[src/rtl/cmd_frame_pkg.sv]
// Shared types and constants for the command-frame link. The frame length and
// ack byte are also used by the remote-side driver, so keep them in step.
package cmd_frame_pkg;

   typedef enum logic [1:0] {
      IDLE   = 2'd0,
      GET_HI = 2'd1,
      GET_LO = 2'd2
   } rx_state_t;

   localparam int         FRAME_BYTES = 3;
   localparam logic [7:0] ACK         = 8'hA5;

endpackage

[src/rtl/resp_tx_hold.sv]
// Response sequencing in front of the UART transmitter. A request with the
// transmitter idle starts immediately; a request while a byte is in flight
// parks in a one-deep holding register (later requests overwrite it) and is
// launched on the next tx_done.
module resp_tx_hold (
   input  logic       clk,
   input  logic       rst_n,
   input  logic       i_send_resp,
   input  logic [7:0] i_resp,
   input  logic       i_tx_done,
   output logic       o_trmt,
   output logic [7:0] o_tx_data,
   output logic       o_resp_sent
);

   logic       r_busy;
   logic       r_trmt;
   logic [7:0] r_tx_data;
   logic [7:0] r_hold;
   logic       r_hold_vld;

   // r_busy covers the span from trmt issue to tx_done, so a request in the
   // trmt cycle itself is already treated as "in flight".
   always_ff @(posedge clk or negedge rst_n) begin
      if (!rst_n) begin
         r_busy     <= 1'b0;
         r_trmt     <= 1'b0;
         r_tx_data  <= '0;
         r_hold     <= '0;
         r_hold_vld <= 1'b0;
      end else begin
         r_trmt <= 1'b0;
         if (i_tx_done) begin
            if (i_send_resp) begin
               r_trmt     <= 1'b1;
               r_tx_data  <= i_resp;
               r_hold_vld <= 1'b0;
            end else if (r_hold_vld) begin
               r_trmt     <= 1'b1;
               r_tx_data  <= r_hold;
               r_hold_vld <= 1'b0;
            end else begin
               r_busy <= 1'b0;
            end
         end else if (i_send_resp) begin
            if (r_busy) begin
               r_hold     <= i_resp;
               r_hold_vld <= 1'b1;
            end else begin
               r_trmt    <= 1'b1;
               r_tx_data <= i_resp;
               r_busy    <= 1'b1;
            end
         end
      end
   end

   assign o_trmt      = r_trmt;
   assign o_tx_data   = r_tx_data;
   assign o_resp_sent = i_tx_done;

endmodule

[src/rtl/uart.sv]
// 8N1 UART transceiver. o_rx_rdy is held until i_clr_rx_rdy or the next start
// bit. o_tx_done is a one-cycle pulse when the stop bit has been fully driven.
module uart #(
   parameter int unsigned BAUD_DIV = 434
) (
   input  logic       clk,
   input  logic       rst_n,
   input  logic       i_rx,
   output logic       o_tx,
   output logic [7:0] o_rx_data,
   output logic       o_rx_rdy,
   input  logic       i_clr_rx_rdy,
   input  logic       i_trmt,
   input  logic [7:0] i_tx_data,
   output logic       o_tx_done
);

   localparam logic [15:0] DIV_M1  = 16'(BAUD_DIV - 1);
   localparam logic [15:0] HALF_M1 = 16'(BAUD_DIV / 2 - 1);

   logic        r_rx_s1, r_rx_s2;
   logic        r_rx_busy;
   logic [15:0] r_rx_baud;
   logic [3:0]  r_rx_bits;
   logic [7:0]  r_rx_shift;
   logic        r_rx_rdy;
   logic        w_rx_last;

   logic        r_tx_busy;
   logic [15:0] r_tx_baud;
   logic [3:0]  r_tx_bits;
   logic [9:0]  r_tx_shift;
   logic        r_tx_done;

   // Two-flop synchroniser on the asynchronous serial input; line idles high.
   always_ff @(posedge clk or negedge rst_n) begin
      if (!rst_n) begin
         r_rx_s1 <= 1'b1;
         r_rx_s2 <= 1'b1;
      end else begin
         r_rx_s1 <= i_rx;
         r_rx_s2 <= r_rx_s1;
      end
   end

   // Stop-bit sample point; the byte is complete here.
   assign w_rx_last = r_rx_busy && (r_rx_baud == '0) && (r_rx_bits == 4'd9);

   // Receive sequencer: wait half a bit after the start edge, then sample at
   // each bit centre. Start and data samples shift in; the stop sample does not.
   always_ff @(posedge clk or negedge rst_n) begin
      if (!rst_n) begin
         r_rx_busy  <= 1'b0;
         r_rx_baud  <= '0;
         r_rx_bits  <= '0;
         r_rx_shift <= '0;
      end else if (!r_rx_busy) begin
         if (!r_rx_s2) begin
            r_rx_busy <= 1'b1;
            r_rx_baud <= HALF_M1;
            r_rx_bits <= '0;
         end
      end else if (r_rx_baud == '0) begin
         r_rx_baud <= DIV_M1;
         r_rx_bits <= r_rx_bits + 4'd1;
         if (r_rx_bits != 4'd9)
            r_rx_shift <= {r_rx_s2, r_rx_shift[7:1]};
         else
            r_rx_busy <= 1'b0;
      end else begin
         r_rx_baud <= r_rx_baud - 16'd1;
      end
   end

   // Ready flag: set on byte completion, dropped by the consumer or a new start.
   always_ff @(posedge clk or negedge rst_n) begin
      if (!rst_n)
         r_rx_rdy <= 1'b0;
      else if (w_rx_last)
         r_rx_rdy <= 1'b1;
      else if (i_clr_rx_rdy || (!r_rx_busy && !r_rx_s2))
         r_rx_rdy <= 1'b0;
   end

   // Transmit sequencer: shift out {stop, data, start} LSB first, one bit per
   // baud period, pulsing done after the stop bit's full period.
   always_ff @(posedge clk or negedge rst_n) begin
      if (!rst_n) begin
         r_tx_busy  <= 1'b0;
         r_tx_baud  <= '0;
         r_tx_bits  <= '0;
         r_tx_shift <= '1;
         r_tx_done  <= 1'b0;
      end else begin
         r_tx_done <= 1'b0;
         if (!r_tx_busy) begin
            if (i_trmt) begin
               r_tx_busy  <= 1'b1;
               r_tx_baud  <= DIV_M1;
               r_tx_bits  <= '0;
               r_tx_shift <= {1'b1, i_tx_data, 1'b0};
            end
         end else if (r_tx_baud == '0) begin
            r_tx_baud  <= DIV_M1;
            r_tx_bits  <= r_tx_bits + 4'd1;
            r_tx_shift <= {1'b1, r_tx_shift[9:1]};
            if (r_tx_bits == 4'd9) begin
               r_tx_busy <= 1'b0;
               r_tx_done <= 1'b1;
            end
         end else begin
            r_tx_baud <= r_tx_baud - 16'd1;
         end
      end
   end

   assign o_tx      = r_tx_shift[0];
   assign o_rx_data = r_rx_shift;
   assign o_rx_rdy  = r_rx_rdy;
   assign o_tx_done = r_tx_done;

endmodule

[src/rtl/cmd_frame_rx.sv]
// Device-side command link: assembles 3-byte frames (cmd, data hi, data lo)
// from the UART into registered cmd/data outputs with a sticky cmd_rdy, and
// forwards response bytes to the UART transmitter.
// Optional build macro CMD_TIMEOUT_EN adds an inter-byte timeout that aborts
// a partial frame and pulses frame_err.
module cmd_frame_rx
   import cmd_frame_pkg::*;
#(
   parameter logic [21:0] TIMEOUT_CYCLES = 22'd2_000_000,
   parameter int unsigned BAUD_DIV       = 434
) (
   input  logic        clk,
   input  logic        rst_n,
   input  logic        RX,
   output logic        TX,
   output logic [7:0]  cmd,
   output logic [15:0] data,
   output logic        cmd_rdy,
   input  logic        clr_cmd_rdy,
   input  logic        send_resp,
   input  logic [7:0]  resp,
   output logic        resp_sent,
   output logic        frame_err
);

   rx_state_t   r_state, w_next_state;
   logic        w_rx_rdy;
   logic [7:0]  w_rx_data;
   logic        w_clr_rx_rdy;
   logic        w_trmt;
   logic [7:0]  w_tx_data;
   logic        w_tx_done;
   logic        w_ld_cmd, w_ld_hi, w_ld_lo;
   logic        w_timeout;

   logic [7:0]  r_cmd_sh;
   logic [7:0]  r_hi_sh;
   logic [7:0]  r_cmd;
   logic [15:0] r_data;
   logic        r_cmd_rdy;

   uart #(.BAUD_DIV(BAUD_DIV)) u_uart (
      .clk          (clk),
      .rst_n        (rst_n),
      .i_rx         (RX),
      .o_tx         (TX),
      .o_rx_data    (w_rx_data),
      .o_rx_rdy     (w_rx_rdy),
      .i_clr_rx_rdy (w_clr_rx_rdy),
      .i_trmt       (w_trmt),
      .i_tx_data    (w_tx_data),
      .o_tx_done    (w_tx_done)
   );

   resp_tx_hold u_resp_tx_hold (
      .clk         (clk),
      .rst_n       (rst_n),
      .i_send_resp (send_resp),
      .i_resp      (resp),
      .i_tx_done   (w_tx_done),
      .o_trmt      (w_trmt),
      .o_tx_data   (w_tx_data),
      .o_resp_sent (resp_sent)
   );

`ifdef CMD_TIMEOUT_EN
   logic [21:0] r_to_cnt;
   logic        r_frame_err;

   // A byte arriving in the expiry cycle wins over the timeout.
   assign w_timeout = (r_state != IDLE) && !w_rx_rdy &&
                      (r_to_cnt == TIMEOUT_CYCLES - 22'd1);

   // Inter-byte counter: runs only mid-frame, restarts on every received byte.
   always_ff @(posedge clk or negedge rst_n) begin
      if (!rst_n)
         r_to_cnt <= '0;
      else if (w_rx_rdy || (r_state == IDLE) || w_timeout)
         r_to_cnt <= '0;
      else
         r_to_cnt <= r_to_cnt + 22'd1;
   end

   // One-cycle abort indication.
   always_ff @(posedge clk or negedge rst_n) begin
      if (!rst_n)
         r_frame_err <= 1'b0;
      else
         r_frame_err <= w_timeout;
   end

   assign frame_err = r_frame_err;
`else
   // The timeout parameter stays in the interface so both builds instantiate
   // identically; without the feature the error output is permanently low.
   assign w_timeout = 1'b0;
   assign frame_err = 1'b0 & (TIMEOUT_CYCLES != 22'd0);
`endif

   // Receive FSM state register.
   always_ff @(posedge clk or negedge rst_n) begin
      if (!rst_n)
         r_state <= IDLE;
      else
         r_state <= w_next_state;
   end

   // Next state and per-byte load strobes; each accepted byte is acknowledged
   // back to the UART in the same cycle.
   always_comb begin
      w_next_state = r_state;
      w_clr_rx_rdy = 1'b0;
      w_ld_cmd     = 1'b0;
      w_ld_hi      = 1'b0;
      w_ld_lo      = 1'b0;
      case (r_state)
         IDLE: begin
            if (w_rx_rdy) begin
               w_ld_cmd     = 1'b1;
               w_clr_rx_rdy = 1'b1;
               w_next_state = GET_HI;
            end
         end
         GET_HI: begin
            if (w_rx_rdy) begin
               w_ld_hi      = 1'b1;
               w_clr_rx_rdy = 1'b1;
               w_next_state = GET_LO;
            end else if (w_timeout) begin
               w_next_state = IDLE;
            end
         end
         GET_LO: begin
            if (w_rx_rdy) begin
               w_ld_lo      = 1'b1;
               w_clr_rx_rdy = 1'b1;
               w_next_state = IDLE;
            end else if (w_timeout) begin
               w_next_state = IDLE;
            end
         end
         default: w_next_state = IDLE;
      endcase
   end

   // Shadow capture of the first two bytes; an aborted frame wipes them.
   always_ff @(posedge clk or negedge rst_n) begin
      if (!rst_n) begin
         r_cmd_sh <= '0;
         r_hi_sh  <= '0;
      end else if (w_timeout) begin
         r_cmd_sh <= '0;
         r_hi_sh  <= '0;
      end else begin
         if (w_ld_cmd) r_cmd_sh <= w_rx_data;
         if (w_ld_hi)  r_hi_sh  <= w_rx_data;
      end
   end

   // Published outputs change only on frame completion, so they stay stable
   // while the next frame fills the shadows.
   always_ff @(posedge clk or negedge rst_n) begin
      if (!rst_n) begin
         r_cmd  <= '0;
         r_data <= '0;
      end else if (w_ld_lo) begin
         r_cmd  <= r_cmd_sh;
         r_data <= {r_hi_sh, w_rx_data};
      end
   end

   // Sticky ready: completion has priority over the consumer clear.
   always_ff @(posedge clk or negedge rst_n) begin
      if (!rst_n)
         r_cmd_rdy <= 1'b0;
      else if (w_ld_lo)
         r_cmd_rdy <= 1'b1;
      else if (clr_cmd_rdy || w_ld_cmd)
         r_cmd_rdy <= 1'b0;
   end

   assign cmd     = r_cmd;
   assign data    = r_data;
   assign cmd_rdy = r_cmd_rdy;

endmodule
[config.mk]
export PLATFORM = sky130hd
export DESIGN_NAME = cmd_frame_rx
export DESIGN_NICKNAME = d
export VERILOG_FILES = /design/src/rtl/cmd_frame_pkg.sv /design/src/rtl/resp_tx_hold.sv /design/src/rtl/uart.sv /design/src/rtl/cmd_frame_rx.sv
export SDC_FILE = /design/constraint.sdc
export NUM_CORES = 1
export LEC_CHECK = 0
export BUFFER_PORTS_ARGS = -buffer_cell sky130_fd_sc_hd__buf_2
export CORE_ASPECT_RATIO = 1.1
export CORE_UTILIZATION = 46
export DETAILED_ROUTE_END_ITERATION = 16
export GPL_TIMING_DRIVEN = 0
export PLACE_DENSITY_LB_ADDON = 0.12
export SETUP_SLACK_MARGIN = 0.05
export SYNTH_ARGS = -nofsm -noshare
export SYNTH_HDL_FRONTEND = slang
export SYNTH_SLANG_ARGS = --single-unit
[constraint.sdc]
create_clock -name clk -period 6.1 [get_ports clk]
set_input_delay 1.22 -clock clk [delete_from_list [all_inputs] [get_ports clk]]
set_output_delay 1.22 -clock clk [all_outputs]
set_load 0.01 [all_outputs]
Word level (Yosys, flattened, before mapping)
Index checks and enable logic that the tools add are counted.
Widths: inputs -> output; s select.
{ "word_totals": {"wordCells": 123, "inputBits": 13, "reg_bits": 126, "output_inout_bits": 28} }
{ "classes": {"n_mux": 56, "n_eq_ne": 14, "reduce_logical": 25, "add_sub_neg": 4, "n_bitwise": 1} }
{ "ops": {"columns": ["operator", "n"], "rows": [
  ["$mux 16", 6],
  ["$mux 8", 5],
  ["$logic_not 16->1", 2],
  ["$mux 1", 32],
  ["$sub 16x1->16 const B", 2],
  ["$mux 10", 3],
  ["$mux 4", 6],
  ["$reduce_and 3->1", 5],
  ["$ne 2x2->1 const B", 6],
  ["$reduce_bool 2->1", 6],
  ["$add 4x1->4 const B", 2],
  ["$eq 4x4->1 const B", 2],
  ["$mux 2", 3],
  ["$ne 2x1->1 const B", 3],
  ["$pmux 2 s3", 1],
  ["$reduce_and 2->1", 3],
  ["$ne 4x4->1 const B", 1],
  ["$logic_and 1x1->1", 3],
  ["$reduce_or 3->1", 1],
  ["$eq 2x1->1 const B", 1],
  ["$eq 2x2->1 const B", 1],
  ["$logic_not 1->1", 2],
  ["$logic_not 2->1", 1],
  ["$logic_or 1x1->1", 2],
  ["$not 1->1", 1]
]} }

Depth between registers and ports, before layout
Gate-level depths: netlist (run 1).
{ "logic_depth": {"ltp_word": 6, "ltp_mapped": 8, "ltp_nobuf": 7} }

Cells and area by module
Synthesis (run 1) repeated with hierarchy kept, for this count alone.
{ "hier_totals": {"hier_cells": 485, "hier_area_um2": 5944.5} }
{ "modules_own_cells": {"columns": ["mod", "seq_area_each_um2", "n_inst", "cells_per_inst", "area_per_inst_um2"], "rows": [
  ["uart", 1590.3, 1, 330, 3314.4],
  ["cmd_frame_rx", 1076.0, 1, 100, 1744.2],
  ["resp_tx_hold", 475.5, 1, 55, 885.8]
]} }

Least setup slack after synthesis (run 1)
OpenSTA, ideal clock, no wires.
{ "synth_path": {"kind": "reg2reg", "startpoint": "register u_uart.r_rx_baud[0]", "endpoint": "register u_uart.r_rx_shift[0] (netlist: u_uart.o_rx_data[0])", "setup_slack_ps": 3973, "arrival_time_ps": 2003, "stages_incl_launch_ff": 8, "setup_ps": 125, "required_ps": 5975, "synth_period_minus_slack_ps": 2127, "path_buffers": 0, "cell_sequence": "dfrtp_1 > inv_1 > ha_1 > nor3b_2 > nand4_1 > or3_4 > nor2_4 > mux2_2"} }
{ "synth_via": {"elab_chain_cells": 2} }
{ "synth_lines": {"columns": ["item", "line_no", "source"], "rows": [
  ["from (decl)", "uart.sv:23", "logic [15:0] r_rx_baud;"],
  ["from (signal assigned)", "uart.sv:71", "r_rx_baud <= r_rx_baud - 16'd1;"],
  ["$logic_not 16->1", "uart.sv:63", "end else if (r_rx_baud == '0) begin"],
  ["$reduce_and 3->1 (no source line)", null, null],
  ["to (signal assigned)", "uart.sv:67", "r_rx_shift <= {r_rx_s2, r_rx_shift[7:1]};"],
  ["to (decl)", "uart.sv:25", "logic [7:0] r_rx_shift;"]
]} }
Every way passes these cells.
A chain may end at the register's enable or synchronous reset.

Final worst setup path (run 1)
{ "layout_path": {"startpoint": "register u_uart.r_rx_baud[1]", "endpoint": "register u_uart.r_rx_shift[5] (netlist: u_uart.o_rx_data[5])"} }
Same word-level chain as after synthesis.

==> results of run 1 <==
[registers in the layout, indices dropped and copies added (netlist names), 8 cells and up]
register	count
u_uart.r_tx_baud	16
data	16
u_uart.o_rx_data	8
r_cmd_sh	8
u_uart.r_rx_baud	16
r_hi_sh	8
cmd	8
u_resp_tx_hold.o_tx_data	8
u_uart.r_tx_shift	9
u_resp_tx_hold.r_hold	8
[synthesized netlist by cell type (all sizes together) (2+ instances only)]
cell    number
o41ai        2
buf          4
o21ai       30
a21oi       11
nor3b        5
o31ai        5
nand3b       4
xor2         4
nand2       34
or2          2
nor2b        4
xnor2        8
o211a        3
mux2i       10
nand4        3
nor2        30
inv         11
and3         4
dfstp       11
ha           6
or4          3
nand3       20
a21o         5
o22ai        9
or3          9
nor4         6
a22oi        2
nor3        13
mux2        56
clkbuf      12
nand2b       6
dfrtp      114
[worst max-delay path, delay by kind of cell (launching register included)]
kind                       cells  cell delay (ns)
and+or+nand+nor                4             1.34
DFF                            1             0.39
muxes                          1             0.37
adders and majority gates      1             0.17
buffers and inverters          1             0.08
[metal layers]
| layer | wire, microns | vias up |
|---|---|---|
| met5 | 0 | - |
| met4 | 179 | 0 |
| met3 | 391 | 15 |
| met2 | 4672 | 67 |
| met1 | 5019 | 1804 |
| li1 | - | 1775 |
[worst paths after layout]
kind	to	start
max reg2reg	u_uart.o_rx_data[5]	u_uart.r_rx_baud[1]
min in group asynchronous	u_uart.r_tx_baud[14]	rst_n
max in group asynchronous	u_uart.r_rx_s1	rst_n
min	u_uart.r_rx_s2	u_uart.r_rx_s1
min reg2reg	u_uart.r_rx_s2	u_uart.r_rx_s1
max	u_uart.o_rx_data[5]	u_uart.r_rx_baud[1]
[power by group through the flow]
stage	Combinational, mW	Clock [mW]	Sequential (mW)
after global placement	0.256	0	1.03
after floorplan	0.203	0	1.02
after global routing	0.306	1.11	1.04
final	0.264	1.05	1.02
after detailed placement	0.267	0	1.04
after CTS	0.269	1.07	1.02
[layout by cell type, fill, tap and decap left out, drive strengths merged, types with 2 or more instances in the layout]
master,n
dfrtp,114
mux2,56
buf,44
nand2,34
nor2,30
o21ai,30
clkbuf,29
nand3,20
nor3,13
inv,13
a21oi,11
dfstp,11
mux2i,10
o22ai,9
or3,9
xnor2,8
nand2b,6
ha,6
clkinv,6
nor4,6
a21o,5
o31ai,5
nor3b,5
nor2b,4
and3,4
nand3b,4
xor2,4
bufinv,4
nand4,3
o211a,3
clkinvlp,3
or4,3
or2,2
a22oi,2
o41ai,2
[logic make-up (layout without fill, tap and decap cells)]
kind of cell	Yosys count	after routing	synth area share
AO/OA/AOI/OAI	76	76	0.09048
XOR/XNOR	12	12	0.01919
adder cells (fa/ha/maj)	6	6	0.01371
buffers and inverters	27	99	0.02079
flip-flops	125	125	0.5737
multiplexers	66	66	0.1334
other	1	1	0.0006847
AND/OR/NAND/NOR	147	147	0.1480
[area by class of cell]
class                   instances  area [sq um]
plain buffers                  16         72.57
clock buffers                  17         425.4
clock inverters                15         193.9
fillers                       988          5030
inverters                      11         41.29
multi-input cells             308          2221
flip-flops and latches        125          3142
well taps                     150         187.7
repair buffers                 40         229.0
[through the flow]
step	area, sq um	util	hold WS, ns	total power, mW	cells
2_1_floorplan	5477	-	0.3452	1.222	460
3_3_place_gp	5859	0.5076	0.3463	1.288	649
3_5_place_dp	5893	0.5106	0.3497	1.303	650
4_1_cts	6513	0.5642	0.3579	2.363	682
5_1_grt	6513	0.5642	0.3602	2.449	682
6_report	6513	0.5642	0.3563	2.341	682
==> results.tsv, run 1 <==
stage	metric	value	unit
synth	Synth Area per Inst	11.91	sq um
timing	Final TNS setup	0	ns
power	Pint	1.737	mW
synth	Synth cell types	59	
routing	Detailed Route WL	10.26	mm
cells_and_area	area added between synthesis and finish	18.92	%
power	pwr dens	359.4	mW/mm^2
critical_path	type of destination of the critical path	flop	
timing	period utilization	0.4048	
routing	detailed-router iteration count before antenna repair	4	
timing	Final min period	2.469	ns
routing	DR iter-0 viols	219	
clock_network	Clk Latency, worst-skew pair	0.41	ns
critical_path	CP Launch Type	flop	
grt	vias in the first global route	3662	
timing	setup slack after layout	3.631	ns
critical_path	max incr delay on CP	0.47	ns
clock_network	H-tree depth	4	
clock_network	Post-CTS Setup Bufs	0	
placed_design	post-DP HPWL	6.633	mm
timing	Fin. Hold Viols	0	
synth	Synth area leaders	dfrtp_1 52%, mux2_2 12%, dfstp_2 5.3%	
job	maxcap violations	0	
synth	Yosys top cell by area	dfrtp_1	
grt	met1 Use GR	0.2483	
die	Die Wd	106.0	microns
power	Sw Ratio	0.2579	
die	starting density of the core	0.4745	
routing	average wire per standard cell	15.05	microns
routing	drt drc	0	
clock_network	CTS root buffer	clkbuf_16	
timing	Tightest Pin Transition	0.8243	ns
min_path	Hold Crit Class	flop to flop	
power	Worst VDD drop	0.0001692	V
placed_design	post-place setup slack	3.632	ns
die	Die Height	116.4	microns
power	Sequential Power Share	0.438	
grt	GRT Max-Usage Layer	met2	
timing	Fin Clk Skew	0.008550	ns
timing	Max Slew Vio Count	0	
synth	Cells after Synth	460	
timing	unrepaired setup endpoints after global routing	false	
routing	DRT antenna net count	0	
die	core area	0.01154	sq mm
clock_network	cts bufs inserted	17	
synth	Synth async-reset ratio	1.000	
critical_path	crit path cell chain	inv_1 -> ha_1 -> nor3b_2 -> nand4_1 -> or3_4 -> nor2_4 -> mux2_2	
power	Psw	0.6036	mW
timing	final setup fails	0	
clock_network	clk buf depth	2	
critical_path	Crit-path slowest cell	or3_4	
critical_path	worst reg2reg path depth	7	
placed_design	port bufs	39	
clock_network	CTS resizes	0	
grt	first-pass GRT wire length	17.66	mm
die	I/O pin count	41	
routing	post-DR vias/cell	5.368	
grt	met3 Track Usage GR	0.05022	
cells_and_area	share of layout cells above drive strength 1	0.2932	
outcome	outcome	finished, final reports clean	
timing	fmax	405.0	MHz
routing	vias	3661	
min_path	Min-Delay Path Depth	0	
power	clock group share of total power	0.449	
synth	Post-Synthesis Cell Area	0.005477	sq mm
grt	total global routing overflow	0	
critical_path	CP max FO	8	
grt	antenna violations before repair	0	
grt	largest net degree at the start of global routing	99	
cells_and_area	# nets final	538	
clock_network	CTS Sinks	125	
synth	Synth Register Bits	125	
critical_path	Setup CP Type	flop to flop	
grt	met2 usage	0.2837	
die	row count	41	
placed_design	gp weighted congestion	0.7613	
synth	Post-synth EDFFs	0	
grt	Tot GR Track Use	0.1844	
clock_network	clk slew on worst S/H paths	0.06	ns
timing	Rel. slew slack	0.4481	
synth	ys flop type	dfrtp_1	
clock_network	CTS tree	done	
die	Die Area	0.01235	sq mm
cells_and_area	ant diodes	0	
synth	Synth top area share	0.5209	
critical_path	Worst EP required	6.39	ns
synth	Syn Nets	479	
power	combinational share of power	0.113	
power	Pleak	3.201	nW
clock_network	Hold-fix buffers, CTS	0	
critical_path	Critical Path AT	2.76	ns
synth	Syn. warnings	0	
critical_path	R2R Setup Slk	3.63	ns
synth	Seq/Total Area, Yosys	0.5737	
Power figures use the tool's default switching activity.
==> inputs of run 2 (changes only) <==
- ABC_AREA: default -> 1
- clock period: 6.1 -> 2.51 ns (I/O delays scaled with it)
==> run 2 against run 1 <==
  * Via count up 29%
  * Maximum frequency up 42%
  * Sequential power up 120%
  * Wire length up 21%
  * Register-to-register slack worse by 2.9 ns
  * Synthesized area up 9.3%
  * Final area up 7.5%
  * Die area up 9.1%
  * Critical path depth up 1
  * Count of clock-buffer cells in the layout up 2
  * Clock power up 130%
  * Synthesized cell count up 55%
  * Largest power group unchanged
  * Highest routed layer unchanged
==> results.tsv, run 2 <==
stage	metric	value	unit
placed_design	post-DP HPWL	8.643	mm
grt	met3 Track Usage GR	0.05174	
synth	count leader, synth	nand2_1	
die	I/O pin count	41	
grt	largest net degree at the start of global routing	91	
routing	Detailed Route WL	12.39	mm
timing	unrepaired setup endpoints after global routing	false	
timing	setup slack after layout	0.7674	ns
placed_design	port bufs	39	
critical_path	Critical Path AT	2.10	ns
routing	vias	4731	
synth	most frequent cells after synthesis	232 x nand2_1, 114 x dfrtp_1, 73 x inv_1, 63 x o21ai_0, 57 x nor2_1	
synth	Post-Synthesis Cell Area	0.005983	sq mm
routing	drt drc	0	
synth	Post-synth EDFFs	0	
synth	Synth cell types	45	
clock_network	CTS tree	done	
clock_network	CTS resizes	0	
clock_network	H-tree depth	4	
timing	Max Slew Vio Count	0	
timing	fmax	573.9	MHz
critical_path	type of destination of the critical path	flop	
die	Die Height	121.6	microns
outcome	outcome	finished, final reports clean	
routing	average wire per standard cell	13.14	microns
cells_and_area	ant diodes	0	
clock_network	Hold-fix buffers, CTS	1	
clock_network	clk slew on worst S/H paths	0.06	ns
power	Worst VDD drop	0.0006865	V
synth	Synth Area per Inst	8.392	sq um
die	Die Wd	110.7	microns
clock_network	Clk Latency, worst-skew pair	0.43	ns
grt	met1 Use GR	0.2558	
critical_path	CP Launch Type	flop	
synth	ys flop type	dfrtp_1	
routing	post-DR vias/cell	5.017	
synth	Synth async-reset ratio	1.000	
synth	Synth top area share	0.4768	
timing	final setup fails	0	
cells_and_area	share of layout cells above drive strength 1	0.1705	
clock_network	clk buf depth	2	
cells_and_area	most common cell after layout, fill and taps aside	nand2_1	
die	Die Area	0.01347	sq mm
timing	Fin Clk Skew	0.006956	ns
die	core area	0.01264	sq mm
critical_path	Setup CP Type	flop to flop	
synth	Seq/Total Area, Yosys	0.5251	
timing	Final min period	1.743	ns
clock_network	CTS Sinks	125	
clock_network	Post-CTS Setup Bufs	0	
job	maxcap violations	0	
grt	Tot GR Track Use	0.2010	
routing	detailed-router iteration count before antenna repair	4	
grt	first-pass GRT wire length	21.56	mm
synth	Syn Nets	732	
clock_network	cts bufs inserted	17	
synth	Synth Register Bits	125	
grt	GRT Max-Usage Layer	met2	
routing	DR iter-0 viols	344	
cells_and_area	final instance area	0.006998	sq mm
placed_design	post-place setup slack	0.7691	ns
critical_path	CP max FO	5	
power	Pleak	3.569	nW
clock_network	CTS root buffer	clkbuf_16	
placed_design	placed inst area	0.006409	sq mm
timing	period utilization	0.6943	
timing	Final TNS setup	0	ns
placed_design	gp weighted congestion	0.8952	
timing	Fin. Hold Viols	0	
die	row count	43	
synth	Synth area leaders	dfrtp_1 48%, nand2_1 15%, o21ai_0 5.3%	
critical_path	Worst EP required	2.87	ns
min_path	Hold Crit Class	input pin to flop	
power	pwr dens	722.5	mW/mm^2
routing	DRT antenna net count	0	
die	starting density of the core	0.4732	
cells_and_area	most frequent cells in the layout	232 x nand2_1, 114 x dfrtp_1, 73 x inv_1, 63 x o21ai_0, 57 x nor2_1	
synth	Cells after Synth	713	
synth	Yosys top cell by area	dfrtp_1	
grt	total global routing overflow	0	
synth	Syn. warnings	0	
cells_and_area	# fillers	1147	
timing	Min Hold Slack	0.1717	ns
grt	vias in the first global route	4619	
grt	antenna violations before repair	0	
cells_and_area	area added between synthesis and finish	16.96	%
cells_and_area	# nets final	792	
grt	met2 usage	0.3265	
## run 2: cell types whose count changed in the layout (fill, tap and decap cells not counted), sizes merged, moves of 9 or more
cell	change
mux2i	-10
or3	-9
nor3	-11
nand3	+37
inv	+72
nand2	+203
nor2	+41
o21ai	+37
mux2	-48
## run 2: cells by family after synthesis
kind of cell               after synthesis  share of synthesized area
and+or+nand+nor                        381                     0.2840
muxes                                    8                    0.01506
AOI/OAI and AO/OA                       82                    0.07152
buffers and inverters                   97                    0.07214
adders and majority gates                6                    0.01255
DFF                                    125                     0.5251
other                                    1                  0.0006268
xor gates and xnor gates                13                    0.01903
## run 2: final timing paths
| path | start | end | slack, ns | depth (start not counted) |
|---|---|---|---|---|
| max in group asynchronous | rst_n | u_uart.r_tx_shift[4] | 1.19 | 3 |
| max reg2reg | u_uart.r_rx_baud[0] | u_uart.r_rx_baud[7] | 0.77 | 8 |
| min reg2reg | u_uart.r_rx_s1 | u_uart.r_rx_s2 | 0.35 | 0 |
| min | RX | u_uart.r_rx_s1 | 0.17 | 1 |
| min in group asynchronous | rst_n | u_resp_tx_hold.r_hold[6] | 0.55 | 2 |
| max | u_uart.r_rx_baud[0] | u_uart.r_rx_baud[7] | 0.77 | 8 |
## run 2: report_power, final
part | internal [mW] | switching (mW)
Clock | 1.44 | 0.970
Sequential | 2.16 | 0.0765
Combinational | 0.158 | 0.258
Total | 3.75 | 1.30
## run 2: critical path, cell delays in order, from the launching register on
cell,delay [ns]
dfrtp_1,0.40
inv_1,0.12
ha_1,0.24
nand3_2,0.15
nor2_2,0.21
nand3_1,0.20
nand2_1,0.20
inv_1,0.08
nand3_1,0.07
## run 2: layout make-up
cell class,count,area [sq um],share of cell area
multi-input cells,491,2410,0.3444
flip-flops and latches,125,3142,0.4490
plain buffers,19,138.9,0.01985
clock inverters,13,126.4,0.01806
inverters,78,292.8,0.04184
clock buffers,19,452.9,0.06472
repair buffers,41,239.0,0.03415
well taps,157,196.4,0.02807
## run 2: metal layers
layer  share of wire  vias to the layer above
li1                -                     2367
met1            0.47                     2258
met2            0.48                       83
met3           0.036                       23
met4           0.019                        0
met5               0                        -
## run 2: metrics by stage
stage / instances / power [mW] / util
after floorplan: 713 / 2.557 / -
final: 943 / 5.056 / 0.5535
after global placement: 909 / 2.667 / 0.5042
after global routing: 943 / 5.274 / 0.5535
after CTS: 943 / 5.117 / 0.5535
after detailed placement: 910 / 2.690 / 0.5069
